**src/rtl/serial_adder.sv**
```systemverilog
// rtl/serial_adder.sv - bit-serial WIDTH-bit adder built around one full_adder cell, LSB first

module full_adder (
    input  logic A,
    input  logic B,
    input  logic Cin,
    output logic SUM,
    output logic CARRY
);
    assign SUM   = A ^ B ^ Cin;
    assign CARRY = (A & B) | (Cin & (A ^ B));
endmodule

module serial_adder #(
    parameter int WIDTH = 8
) (
    input  logic             CLK,
    input  logic             RST_N,
    input  logic             START,
    input  logic [WIDTH-1:0] A,
    input  logic [WIDTH-1:0] B,
    input  logic             CIN,
    output logic             BUSY,
    output logic             DONE,
    output logic [WIDTH-1:0] SUM,
    output logic             COUT
);
    localparam int CNT_W = (WIDTH > 1) ? $clog2(WIDTH) : 1;

    typedef enum logic [1:0] {
        IDLE  = 2'd0,
        SHIFT = 2'd1,
        FIN   = 2'd2
    } state_t;

    state_t             state_q, state_d;
    logic [WIDTH-1:0]   a_q, a_d;
    logic [WIDTH-1:0]   b_q, b_d;
    logic [WIDTH-1:0]   acc_q, acc_d;
    logic [WIDTH-1:0]   sum_q, sum_d;
    logic               carry_q, carry_d;
    logic               cout_q, cout_d;
    logic [CNT_W-1:0]   cnt_q, cnt_d;
    logic               fa_sum, fa_carry;

    full_adder u_fa (
        .A     (a_q[0]),
        .B     (b_q[0]),
        .Cin   (carry_q),
        .SUM   (fa_sum),
        .CARRY (fa_carry)
    );

    always_comb begin
        state_d = state_q;
        a_d     = a_q;
        b_d     = b_q;
        acc_d   = acc_q;
        sum_d   = sum_q;
        carry_d = carry_q;
        cout_d  = cout_q;
        cnt_d   = cnt_q;

        case (state_q)
            IDLE, FIN: begin
                // FIN accepts a new request exactly like IDLE, giving back-to-back issue
                if (START) begin
                    a_d     = A;
                    b_d     = B;
                    carry_d = CIN;
                    cnt_d   = '0;
                    state_d = SHIFT;
                end else begin
                    state_d = IDLE;
                end
            end
            SHIFT: begin
                acc_d   = {fa_sum, acc_q[WIDTH-1:1]};
                a_d     = a_q >> 1;
                b_d     = b_q >> 1;
                carry_d = fa_carry;
                cnt_d   = cnt_q + CNT_W'(1);
                if (cnt_q == CNT_W'(WIDTH - 1)) begin
                    sum_d   = {fa_sum, acc_q[WIDTH-1:1]};
                    cout_d  = fa_carry;
                    state_d = FIN;
                end
            end
            default: state_d = IDLE;
        endcase
    end

    always_ff @(posedge CLK or negedge RST_N) begin
        if (!RST_N) begin
            state_q <= IDLE;
            a_q     <= '0;
            b_q     <= '0;
            acc_q   <= '0;
            sum_q   <= '0;
            carry_q <= 1'b0;
            cout_q  <= 1'b0;
            cnt_q   <= '0;
        end else begin
            state_q <= state_d;
            a_q     <= a_d;
            b_q     <= b_d;
            acc_q   <= acc_d;
            sum_q   <= sum_d;
            carry_q <= carry_d;
            cout_q  <= cout_d;
            cnt_q   <= cnt_d;
        end
    end

    assign BUSY = (state_q == SHIFT);
    assign DONE = (state_q == FIN);
    assign SUM  = sum_q;
    assign COUT = cout_q;
endmodule

```
**config.mk**
```make
export PLATFORM = sky130hd
export DESIGN_NAME = serial_adder
export DESIGN_NICKNAME = d
export VERILOG_FILES = /design/src/rtl/serial_adder.sv
export SDC_FILE = /design/constraint.sdc
export NUM_CORES = 1
export LEC_CHECK = 0
export BUFFER_PORTS_ARGS = -buffer_cell sky130_fd_sc_hd__buf_4
export CAP_MARGIN = 20
export CORE_AREA = 2 2 74 76
export DETAILED_ROUTE_END_ITERATION = 16
export DIE_AREA = 0 0 76 78
export GPL_TIMING_DRIVEN = 0
export PLACE_DENSITY_LB_ADDON = 0.3
export RECOVER_POWER = 100
export SETUP_SLACK_MARGIN = 0.5
export SYNTH_ARGS = -nofsm -noshare
export SYNTH_HDL_FRONTEND = slang
export SYNTH_SLANG_ARGS = --single-unit
```
**constraint.sdc**
```tcl
create_clock -name CLK -period 1.5 [get_ports CLK]
set_input_delay 0.075 -clock CLK [delete_from_list [all_inputs] [get_ports CLK]]
set_output_delay 0.075 -clock CLK [all_outputs]
set_load 0.05 [all_outputs]
```
==> flow_summary.ini <==
[sta]
slew_viol_final = 0
fin_crit_sh_pct = 93.5
fin_skew_ns = 0.0123
worst_pin_slew_ns = 0.961
period_minus_slack_ns = 1.40
slew_headroom_pct = 35.9
finalSetupViolCount = 0
rsz0062_at_grt = true
fmax_mhz = 713
hold_viol = 0
tns_ns = 0

[cells_and_area]
nets = 237
syn_to_final_growth_pct = 49.9
fillCellCount = 468
antenna_cells = 0
drive_gt1_share_pct = 46.5

[outcome]
outcome = complete, no violations

[clock_network]
clk_pin_slew_ns = 0.09
clk_latency_ns = 0.29
cts_buffers = 5
numClockSinks = 38
clock_path_buffers = 2
cts_tree = built
cts-root-buf = clkbuf_8
h-tree-depth = 2

[logic_synthesis]
async_flop_share_pct = 100
synthFlopType = dfrtp_1
synth_cells = 152
synth_warnings = 0
synth_area_leader_cell = dfrtp_1
synth.most_common_cell = dfrtp_1
ys_ff_latch = 38
synth_seq_area_share_pct = 55.1
synth_edf_count = 0
synth.net_count = 175
ys_top_cells_by_count = 38 x dfrtp_1, 21 x nand2_1, 10 x nor2_1
ys_types = 24
synth_area_mm2 = 0.00173
synthTopCellsByArea = dfrtp_1 55%, mux2_4 7.8%, mux2i_1 4.6%
post-synth-top-area-fraction_pct = 55.1
avgSynthCellArea_um2 = 11.4

[global_route]
grt_pass1_wl_um = 6720
gr-total-overflow = 0
antenna_found_initial = 0
grt_usage_pct = 14.2
grt_pass1_vias = 1386
grt_max_degree = 39

[worst_setup_path]
worstSetupEndpointType = flip-flop
path_buf_inv = 3
crit_path_max_incr_delay_ns = 0.48
crit_type = reg2reg
crit_family = flip-flops
path_cells = buf_4, buf_6, nand2b_4, clkbuf_2, o22ai_1, nor2_1
crit_required_ns = 1.69
startpoint_type = flip-flop
worstPathMaxFanout = 5
cp_data_arrival_time_ns = 1.59
cpMaxStageDelayCell = dfrtp_1

[routing]
via_per_inst = 4.71
wire_per_inst_um = 13.6
drt-total-wl_um = 3890
antenna_left = 0
drtPass1Iterations = 4
num_vias = 1341
drt-initial-drc-count = 79
drc = 0

[placed_design]
dpl.hpwl_um = 2310
globalplace.congestion = 0.737
port_buffers = 30

[floorplan]
start_util_pct = 34.2
die_w_um = 76
die_area_mm2 = 0.00593
io_pins = 31
rows = 26
fp.dieH_um = 78
core_area_mm2 = 0.00504

[power]
ir_drop_v = 0.000945
powerDensity_mw_per_mm2 = 2250
power.leakage_uw = 0.00117
finalPower_uw = 5810

[flow_run]
maxCapViolCount = 0

[min_path]
holdCritPathClass = in2reg
==> power breakdown <==
group	total, uW	switching, uW	internal, uW
clock network	882	387	495
logic	3040	1530	1520
registers	1890	378	1510
total	5810	2290	3520
==> state kept, by name (all words and copies together), names as in the netlist <==
signal   count
COUT         1
carry_q      1
cnt_q        3
state_q      2
b_q          8
acc_q        7
SUM          8
a_q          8
==> layout make-up <==
class / instances / area (um2) / area share [%]
plain buffers: 9 / 125 / 4.83
clock buffers: 5 / 68.8 / 2.66
clock inverters: 3 / 45.0 / 1.74
inverters: 2 / 20.0 / 0.773
multi-input cells: 103 / 865 / 33.4
flip-flops and latches: 38 / 951 / 36.7
well taps: 70 / 87.6 / 3.38
repair buffers: 55 / 427 / 16.5
==> placed cells by master, fill, tap and decap left out, drive strengths merged <==
| master | count |
|---|---|
| dfrtp | 38 |
| nand2b | 2 |
| mux2 | 11 |
| dlygate4sd3 | 2 |
| a21oi | 7 |
| xnor2 | 1 |
| a211oi | 7 |
| mux2i | 8 |
| nor2 | 10 |
| inv | 2 |
| a22o | 4 |
| nand3 | 1 |
| nor3 | 8 |
| bufinv | 1 |
| nor2b | 9 |
| fa | 1 |
| bufbuf | 1 |
| ha | 2 |
| buf | 44 |
| clkbuf | 22 |
| nand2 | 22 |
| o21ai | 2 |
| o22ai | 8 |
| clkinvlp | 2 |
==> layer usage <==
metal	up-vias	global-route usage, %	wire [um]
met3	5	3.60	178
met5	-	0	0
met4	0	3.27	29
li1	655	-	-
met2	29	22.7	1810
met1	652	19.5	1870
==> stage by stage <==
stage	hold slack (ns)	std cells	utilization, %	cell area (um2)	worst slack, ns
after global placement	0.0748	252	44.0	2220	0.114
after floorplan	-0.221	152	-	1900	0.192
final	0.0278	285	51.3	2590	0.0968
after CTS	0.0334	283	52.5	2650	0.168
after global routing	0.0285	285	51.3	2590	0.0523
after detailed placement	0.0745	252	44.0	2220	0.128
==> worst min-delay path, stage by stage <==
cell and delay, ns:
buf_4 0.09, o22ai_4 0.05, nor2_2 0.06
==> cell families after synthesis <==
group                      count (synthesis)  synth area share (%)
buffers and inverters                     11                  3.48
muxes                                     19                  13.8
AOI/OAI and AO/OA                         28                  10.6
and+or+nand+nor                           52                  14.0
DFF                                       38                  55.1
xor gates and xnor gates                   1                 0.507
adders and majority gates                  3                  2.61
==> timing repair <==
action                                  in CTS  in global routing
endpoints found under the hold margin       39                  0
hold buffers                                 2                  0
pin swaps                                    9                  5
buffers inserted                            18                  2
gates cloned                                 3                  0
gates resized for setup                     23                  5
endpoints found under the setup margin      40                 40
==> final timing paths <==
check,startpoint,end,slack (ns),cells after the start
max,state_q[0],a_q[5],0.1,6
min,A[1],a_q[1],0.03,3
max reg2reg,state_q[0],a_q[5],0.1,6
min reg2reg,acc_q[1],acc_q[1],0.48,2
max in group asynchronous,RST_N,b_q[2],0.44,2
min in group asynchronous,RST_N,acc_q[4],0.47,2
(Power assumes the default switching activity.)
